<file path="config.mk">
export PLATFORM = sky130hd
export DESIGN_NAME = adc_controller
export DESIGN_NICKNAME = d
export VERILOG_FILES = /design/src/rtl/adc_pkg.sv /design/src/rtl/adc_spi_rx.sv /design/src/rtl/adc_controller.sv
export SDC_FILE = /design/constraint.sdc
export NUM_CORES = 1
export LEC_CHECK = 0
export CORE_MARGIN = 8
export CORE_UTILIZATION = 35
export CTS_CLUSTER_SIZE = 30
export DETAILED_ROUTE_END_ITERATION = 10
export GPL_ROUTABILITY_DRIVEN = 0
export GPL_TIMING_DRIVEN = 0
export SLEW_MARGIN = 20
export SYNTH_ARGS = -nofsm -noshare
export SYNTH_HDL_FRONTEND = slang
export SYNTH_SLANG_ARGS = --single-unit
</file>
<file path="constraint.sdc">
create_clock -name clk_in -period 2.5 [get_ports clk_in]
set_clock_uncertainty 0.1 [all_clocks]
set_input_delay 0.5 -clock clk_in [delete_from_list [all_inputs] [get_ports clk_in]]
set_output_delay 0.5 -clock clk_in [all_outputs]
set_load 0.005 [all_outputs]
</file>
<file path="src/rtl/adc_pkg.sv">
// adc_pkg: controller states and default word/channel widths for the SAR ADC serial-read path.
package adc_pkg;
    localparam int W_DATA_DEF = 16;
    localparam int W_CHS_DEF  = 3;
    typedef enum logic [2:0] {ST_IDLE, ST_CONVST, ST_BUSY_WAIT, ST_RX, ST_DONE} state_t;
endpackage

</file>
<file path="src/rtl/adc_spi_rx.sv">
// adc_spi_rx: SCLK divider, rising-edge sampler and MSB-first word shifter; flags each completed word.
module adc_spi_rx
    import adc_pkg::*;
#(
    parameter int W_DATA   = W_DATA_DEF,
    parameter int SCLK_DIV = 2
) (
    input  logic              clk_in,
    input  logic              nreset_in,
    input  logic              en_i,
    input  logic              dout_in,
    output logic              sclk_out,
    output logic              word_done_o,
    output logic [W_DATA-1:0] word_o
);
    localparam int W_DIV = SCLK_DIV > 1 ? $clog2(SCLK_DIV) : 1;
    localparam int W_BIT = $clog2(W_DATA);
    logic [W_DIV-1:0]  div_q, div_d;
    logic [W_BIT-1:0]  bit_q, bit_d;
    logic [W_DATA-2:0] shift_q, shift_d;
    logic              sclk_q, sclk_d;
    logic              toggle, rise;
    // The final sample bypasses the shifter so the word is ready on the same edge.
    always_comb begin
        toggle      = en_i && div_q == W_DIV'(SCLK_DIV - 1);
        rise        = toggle && !sclk_q;
        div_d       = (!en_i || toggle) ? '0 : div_q + 1'b1;
        sclk_d      = !en_i ? 1'b1 : sclk_q ^ toggle;
        word_o      = {shift_q, dout_in};
        shift_d     = rise ? word_o[W_DATA-2:0] : shift_q;
        word_done_o = rise && bit_q == W_BIT'(W_DATA - 1);
        bit_d       = !en_i ? '0 : !rise ? bit_q : word_done_o ? '0 : bit_q + 1'b1;
    end
    always_ff @(posedge clk_in or negedge nreset_in) begin
        if (!nreset_in) begin
            div_q   <= '0;
            bit_q   <= '0;
            shift_q <= '0;
            sclk_q  <= 1'b1;
        end else begin
            div_q   <= div_d;
            bit_q   <= bit_d;
            shift_q <= shift_d;
            sclk_q  <= sclk_d;
        end
    end
    assign sclk_out = sclk_q;
endmodule

</file>
<file path="src/rtl/adc_controller.sv">
// adc_controller: conversion start, busy handshake and N_CHAN-word serial readout for the SAR ADC.
// Define ADC_BUSY_TIMEOUT_EN to add the busy watchdog and its timeout_out pulse.
module adc_controller
    import adc_pkg::*;
#(
    parameter int W_DATA     = W_DATA_DEF,
    parameter int W_CHS      = W_CHS_DEF,
    parameter int N_CHAN     = 8,
    parameter int SCLK_DIV   = 2,
`ifdef ADC_BUSY_TIMEOUT_EN
    parameter int T_BUSY_MAX = 1024,
`endif
    parameter int T_CONVST   = 4
) (
    input  logic              clk_in,
    input  logic              nreset_in,
    input  logic              cstart_in,
    input  logic              busy_in,
    input  logic              dout_in,
    output logic              convst_out,
    output logic              ncs_out,
    output logic              sclk_out,
    output logic [W_DATA-1:0] data_out,
    output logic [W_CHS-1:0]  channel_out,
    output logic              data_valid_out,
`ifdef ADC_BUSY_TIMEOUT_EN
    output logic              timeout_out,
`endif
    output logic              cycle_done_out
);
    localparam int W_CNV = T_CONVST > 1 ? $clog2(T_CONVST) : 1;
    state_t            state_q, state_d;
    logic [W_CNV-1:0]  cnv_q, cnv_d;
    logic [W_CHS-1:0]  chan_q, chan_d, chout_q, chout_d;
    logic [W_DATA-1:0] data_q, data_d, word;
    logic              busy_meta_q, busy_sync_q, seen_q, seen_d, valid_q, word_done;
`ifdef ADC_BUSY_TIMEOUT_EN
    localparam int W_WD = T_BUSY_MAX > 1 ? $clog2(T_BUSY_MAX) : 1;
    logic [W_WD-1:0] wd_q, wd_d;
    logic            to_q, to_d;
`endif

    adc_spi_rx #(.W_DATA(W_DATA), .SCLK_DIV(SCLK_DIV)) u_rx (
        .clk_in     (clk_in),
        .nreset_in  (nreset_in),
        .en_i       (state_q == ST_RX),
        .dout_in    (dout_in),
        .sclk_out   (sclk_out),
        .word_done_o(word_done),
        .word_o     (word)
    );

    always_comb begin
        state_d = state_q;
        cnv_d   = '0;
        seen_d  = seen_q;
        chan_d  = chan_q;
        chout_d = chout_q;
        data_d  = data_q;
        unique case (state_q)
            ST_IDLE: if (cstart_in) begin
                state_d = ST_CONVST;
                chan_d  = '0;
            end
            ST_CONVST: begin
                cnv_d   = cnv_q + 1'b1;
                seen_d  = 1'b0;
                state_d = cnv_q == W_CNV'(T_CONVST - 1) ? ST_BUSY_WAIT : ST_CONVST;
            end
            // Readout starts only after a full high-then-low busy pulse.
            ST_BUSY_WAIT: begin
                seen_d  = seen_q | busy_sync_q;
                state_d = (seen_q && !busy_sync_q) ? ST_RX : ST_BUSY_WAIT;
            end
            ST_RX: if (word_done) begin
                data_d  = word;
                chout_d = chan_q;
                chan_d  = chan_q + 1'b1;
                state_d = chan_q == W_CHS'(N_CHAN - 1) ? ST_DONE : ST_RX;
            end
            default: state_d = ST_IDLE;
        endcase
`ifdef ADC_BUSY_TIMEOUT_EN
        wd_d = state_q == ST_BUSY_WAIT ? wd_q + 1'b1 : '0;
        to_d = state_q == ST_BUSY_WAIT && wd_q == W_WD'(T_BUSY_MAX - 1);
        if (to_d) state_d = ST_IDLE;
`endif
    end

    always_ff @(posedge clk_in or negedge nreset_in) begin
        if (!nreset_in) begin
            state_q     <= ST_IDLE;
            cnv_q       <= '0;
            seen_q      <= 1'b0;
            chan_q      <= '0;
            chout_q     <= '0;
            data_q      <= '0;
            valid_q     <= 1'b0;
            busy_meta_q <= 1'b0;
            busy_sync_q <= 1'b0;
        end else begin
            state_q     <= state_d;
            cnv_q       <= cnv_d;
            seen_q      <= seen_d;
            chan_q      <= chan_d;
            chout_q     <= chout_d;
            data_q      <= data_d;
            valid_q     <= word_done;
            busy_meta_q <= busy_in;
            busy_sync_q <= busy_meta_q;
        end
    end

`ifdef ADC_BUSY_TIMEOUT_EN
    always_ff @(posedge clk_in or negedge nreset_in) begin
        if (!nreset_in) begin
            wd_q <= '0;
            to_q <= 1'b0;
        end else begin
            wd_q <= wd_d;
            to_q <= to_d;
        end
    end
    assign timeout_out = to_q;
`endif

    assign convst_out     = state_q != ST_CONVST;
    assign ncs_out        = state_q != ST_RX;
    assign cycle_done_out = state_q == ST_DONE;
    assign data_out       = data_q;
    assign channel_out    = chout_q;
    assign data_valid_out = valid_q;
endmodule

</file>
==> run summary, run 1 <==
Max Fanout on Critical Path - 9
Core area - 0.00624 mm^2
Number of global-route vias before repair - 1336
CTS Buffer Depth - 2
Starting Density - 35.5%
Setup-failing EPs final - 0
CTS tree - done
Post-CTS setup buffers - 0
Area growth, synth to finish - 21.9%
Internal power - 1.41 mW
Peak Freq - 431 MHz
Die width - 95.6 um
Setup slack, reg-to-reg - 0.25 ns
Synth area leader - dfrtp_1
DR vias/cell - 4.78
Max Slew Vio Count - 0
Max Cap Viol - 0
Dpl ws - 0.258 ns
Post-Layout Inst Area - 0.00270 mm^2
Detail Route Antenna Nets - 0
VDD IR-drop max - 0.372 mV
Post-synthesis cell count - 147
RR Endpoint - data_out[11]
CTS Hold Bufs - 0
Synth Register Bits - 52
Total routed wirelength - 3870 um
Number of vias in the routed layout - 1247
Share of the synthesized area in the top cell type - 57.6%
Row count - 29
Largest cells by area after synthesis - dfrtp_1, mux2_4, mux2_2
Gate power share - 19.1%
Clock power frac - 25.1%
Mapped Area - 0.00222 mm^2
Die ar. - 0.00914 mm^2
CTS Buf Count - 5
Critical path arrival - 1.72 ns
Sequential Area - 0.00130 mm^2
Worst Tran Pin Value - 0.535 ns
Layout cell share with drive strength beyond 1 - 31.0%
Avg WL per Cell - 14.8 um
Antenna diode count - 0
PostCTS Resize Cnt - 0
# port buffers - 28
Endpoints failing hold - 0
Sw Ratio - 27.1%
Yosys cell types - 35
CP cell instances - buf_6, and3b_1, buf_6, inv_8, clkdlybuf4s50_1
Pre-antenna DRT Iters - 4
Global-route wire length before repair - 6470 um
Initial antenna violation count - 0
Cell mode on critical path - buf_6
Clock latency on the worst-skew pair - 0.30 ns
Slowest CP cell - clkdlybuf4s50_1
Crit Reg-Reg Startpoint - state_q[2]
Area of the multi-input gates - 805 um^2
CP required - 1.90 ns
HP Class - in -> async
RSZ-0062 raised after global routing - no
Synth Area per Inst - 15.1 um^2
GRT Total Usage - 9.19%
Net Sw Power - 0.523 mW
Placed Area - 0.00261 mm^2
Worst-path clk slew - 0.09 ns
Flop pwr share - 55.8%
R2R depth - 8
Worst setup EP type - primary output
Tmin final - 2.32 ns
I/O pin count - 29
Status - completed
Pwr dens - 713 mW/mm^2
Final HPWL DP - 2790 um
Startpoint types - flip-flop
Final Cycle Share - 92.9%
H-tree levels - 2
Layout fillers - 573
Initial DRC Count - 38
Residual DRC - 0
Relative slew slack - 64.4%
CP Launch Point - state_q[1]
Clock Sinks - 52
LEAKAGE - 1.24 nW
Congestion Overflow GR - 0
Largest net degree at the start of global routing - 31
Clock Tree Root - clkbuf_8
YS warnings - 0
TNS Setup - 0 ns
Final #Nets - 193
Slowest stage delay, CP - 0.50 ns
Synth Net Count - 157
Slack of the critical path - 0.178 ns
Chip Height - 95.6 um
Critical path class - reg -> out
Final hold slack - 0.0711 ns
Post-synthesis sequential area ratio - 58.7%
## metrics by stage
step,power [mW],utilization (%),cells
6_report,1.93,43.3,261
3_3_place_gp,1.43,41.6,252
4_1_cts,1.97,43.3,261
2_1_floorplan,1.34,-,147
5_1_grt,2.05,43.3,261
3_5_place_dp,1.47,41.8,253
## critical path, delay by kind of cell, from the launching register on
kind                   cells  cell delay [ns]
DFF                        1             0.38
buffers and inverters      4             0.85
and+or+nand+nor            1             0.18
## worst max path at each step
| stage | end | slack [ns] | cells past startpoint |
|---|---|---|---|
| floorplan | data_out[10] | 0.44 | 8 |
| global placement | u_rx.shift_q[1] | -0.58 | 1 |
| detailed placement | data_out[10] | 0.26 | 8 |
| CTS | ncs_out | 0.15 | 5 |
| global route | ncs_out | 0.1 | 5 |
| finish | ncs_out | 0.18 | 5 |
## logic make-up (layout without fill, tap and decap cells)
family | Yosys count | count (layout) | synth area share [%]
AO/OA/AOI/OAI | 13 | 13 | 3.61
buffers and inverters | 12 | 49 | 4.97
multiplexers | 36 | 36 | 21.0
flip-flops | 52 | 52 | 58.7
AND/OR/NAND/NOR | 28 | 28 | 8.41
XOR/XNOR | 1 | 1 | 0.395
adder cells (fa/ha/maj) | 5 | 5 | 2.82
## synthesized netlist by cell type
| cell | count |
|---|---|
| and2_1 | 1 |
| mux2_2 | 17 |
| mux2_4 | 17 |
| dfstp_2 | 1 |
| and3b_1 | 1 |
| nor2_8 | 1 |
| buf_6 | 3 |
| buf_12 | 2 |
| o21ai_0 | 2 |
| nor2_1 | 6 |
| a41oi_1 | 1 |
| nor3_1 | 1 |
| and2b_2 | 1 |
| a21oi_1 | 4 |
| nand3_1 | 3 |
| o31a_1 | 1 |
| xor2_1 | 1 |
| ha_1 | 5 |
| a311oi_1 | 1 |
| o21ai_1 | 2 |
| nand4_4 | 1 |
| nand2_1 | 5 |
| nand2b_1 | 2 |
| mux2i_1 | 2 |
| and3_2 | 1 |
| o31ai_1 | 1 |
| inv_8 | 1 |
| and2_2 | 1 |
| dfrtp_1 | 51 |
| nand3b_1 | 1 |
| o22ai_1 | 1 |
| buf_2 | 2 |
| nor3b_1 | 2 |
| inv_1 | 4 |
| or4b_1 | 1 |
## layout by cell type, fill, tap and decap left out, types with 2 or more instances in the layout
cell             count
nand2_1              5
mux2_2              17
nor2_1               6
mux2i_1              2
dfrtp_1             51
buf_2                3
clkdlybuf4s50_1     27
mux2_4              17
nor3b_1              2
buf_12               3
ha_1                 5
clkbuf_8             6
o21ai_0              2
buf_6                3
a21oi_1              4
nand2b_1             2
inv_1                4
o21ai_1              2
nand3_1              3
## layer usage
layer  wire (um)  track usage (%)
met1        1720             10.8
met3         300             4.02
met2        1800             14.5
met5           0                0
met4          51             3.46
## cell type report
type | instances | area share, %
clock buffers | 7 | 3.19
repair buffers | 29 | 10.9
well taps | 77 | 3.56
flip-flops and latches | 52 | 48.2
multi-input cells | 83 | 29.8
plain buffers | 7 | 3.10
clock inverters | 1 | 0.278
inverters | 5 | 0.972
## power by group through the flow
| stage | sequential (mW) | clock (mW) | combinational (mW) |
|---|---|---|---|
| final | 1.07 | 0.485 | 0.368 |
| after CTS | 1.08 | 0.510 | 0.379 |
| after detailed placement | 1.09 | 0 | 0.378 |
| after floorplan | 1.06 | 0 | 0.279 |
| after global routing | 1.10 | 0.541 | 0.410 |
| after global placement | 1.08 | 0 | 0.351 |
## state kept, by name (all words and copies together) (netlist names), 2 cells and up
register,cells
channel_out,3
u_rx.bit_q,4
chan_q,3
data_out,16
state_q,3
u_rx.shift_q,15
cnv_q,2
Note: power is estimated with default switching activity, not from simulation.
==> inputs of run 2 (changes only) <==
Settings changed: DONT_BUFFER_PORTS set to 1.
==> run summary, run 2 (same netlist as run 1, synthesis figures left out) <==
HP Class - in -> reg
Post-CTS setup buffers - 0
Max Cap Viol - 0
Commonest non-fill, non-tap cells in the layout - dfrtp_1, mux2_2, mux2_4
Starting Density - 35.5%
Global-route wire length before repair - 6220 um
Final HPWL DP - 2640 um
Setup-failing EPs final - 0
I/O pin count - 29
Met1 Use GR - 10.2%
Peak Freq - 443 MHz
Initial DRC Count - 32
Pwr dens - 783 mW/mm^2
Dpl ws - 0.267 ns
Final Cycle Share - 90.3%
DR vias/cell - 4.92
GRT Max-Usage Layer - met2
Area growth, synth to finish - 10.3%
Slack of the critical path - 0.243 ns
Max Slew Vio Count - 0
Worst-path clk slew - 0.09 ns
Relative slew slack - 81.3%
Family with the most delay on the worst path - simple AND/OR/NAND/NOR gates
Detail Route Antenna Nets - 0
Residual DRC - 0
Endpoints failing hold - 0
Avg WL per Cell - 16.4 um
GRT Total Usage - 8.83%
Total routed wirelength - 3840 um
TNS Setup - 0 ns
Clock Tree Root - clkbuf_8
Worst setup EP type - flip-flop
Max Fanout on Critical Path - 10
CTS tree - done
Placed Area - 0.00231 mm^2
LEAKAGE - 1.15 nW
Core area - 0.00624 mm^2
Worst Tran Pin Value - 0.279 ns
Max reg flops - 16
Number of global-route vias before repair - 1226
Startpoint types - flip-flop
Met3 usage - 4.49%
VDD IR-drop max - 0.355 mV
Congestion Overflow GR - 0
Pre-antenna DRT Iters - 4
Largest net degree at the start of global routing - 53
Initial antenna violation count - 0
Critical path arrival - 2.35 ns
Tmin final - 2.26 ns
Die ar. - 0.00914 mm^2
Clock Sinks - 52
H-tree levels - 2
Clock latency on the worst-skew pair - 0.30 ns
Commonest non-fill, non-tap cell in the layout - dfrtp_1
Post-Layout Inst Area - 0.00244 mm^2
Final #Nets - 166
CTS Buf Count - 5
Chip Height - 95.6 um
# port buffers - 0
CP required - 2.59 ns
Row count - 29
RSZ-0062 raised after global routing - no
Antenna diode count - 0
Critical path class - reg -> reg
Die width - 95.6 um
Layout cell share with drive strength beyond 1 - 35.7%
PostCTS Resize Cnt - 0
CTS Buffer Depth - 2
CP cell instances - and3b_1, buf_6, and2_2, ha_1, nand4_4, nor2_8, buf_12, mux2_4
Status - completed
CP Buf/Inv Count - 2
Slowest stage delay, CP - 0.46 ns
Slowest CP cell - dfrtp_1
Number of vias in the routed layout - 1152
GR Layer Usage met2 - 13.9%
[run 2: cell types whose count changed in the layout (fill, tap and decap cells not counted), sizes merged]
cell,previous run,this run
dlygate4sd3,0,1
buf,9,8
clkdlybuf4s50,27,0
[run 2: what timing repair did]
item | in CTS | in global routing
endpoints found under the hold margin | 52 | 0
hold buffers | 2 | 0
setup endpoints to repair | 0 | 0
[run 2: worst register-to-register path, cell delays in order (launching register included)]
cell and delay (ns):
dfrtp_1 0.46, and3b_1 0.25, buf_6 0.13, and2_2 0.14, ha_1 0.24, nand4_4 0.17
nor2_8 0.17, buf_12 0.17, mux2_4 0.31
[run 2: path summary, 6_finish.rpt]
check / from / to / slack, ns / cells past startpoint
worst min register to register: busy_meta_q / busy_sync_q / 0.26 / 0
worst max-delay path: state_q[2] / data_out[8] / 0.24 / 8
worst max register to register: state_q[2] / data_out[8] / 0.24 / 8
worst min-delay path: busy_in / busy_meta_q / 0.13 / 0
max in group asynchronous: nreset_in / u_rx.sclk_out / 1.42 / 2
min in group asynchronous: nreset_in / state_q[2] / 0.60 / 2
[run 2: layout make-up]
cell class | count | area [um^2]
fillers | 588 | 3800
flip-flops and latches | 52 | 1300
well taps | 77 | 96.3
multi-input cells | 83 | 805
clock inverters | 1 | 7.51
repair buffers | 2 | 37.5
plain buffers | 7 | 83.8
inverters | 5 | 26.3
clock buffers | 7 | 86.3
[run 2: metal layers]
| layer | vias up | wire length [um] |
|---|---|---|
| met3 | 6 | 389 |
| li1 | 530 | - |
| met2 | 29 | 1780 |
| met5 | - | 0 |
| met4 | 0 | 40 |
| met1 | 587 | 1630 |
[run 2: per-stage QoR]
stage / power (mW) / utilization (%) / hold slack [ns] / std cells
after floorplan: 1.34 / - / 0.104 / 147
after global placement: 1.39 / 37.1 / 0.106 / 224
after detailed placement: 1.43 / 37.1 / 0.106 / 224
after CTS: 1.94 / 39.2 / 0.112 / 234
after global routing: 2.03 / 39.2 / 0.102 / 234
final: 1.91 / 39.2 / 0.125 / 234
[run 2: report_power, final]
group | switching, mW | internal, mW | total, mW
clock | 0.260 | 0.225 | 0.485
sequential | 0.102 | 0.975 | 1.08
combinational | 0.164 | 0.187 | 0.351
total | 0.526 | 1.39 | 1.91
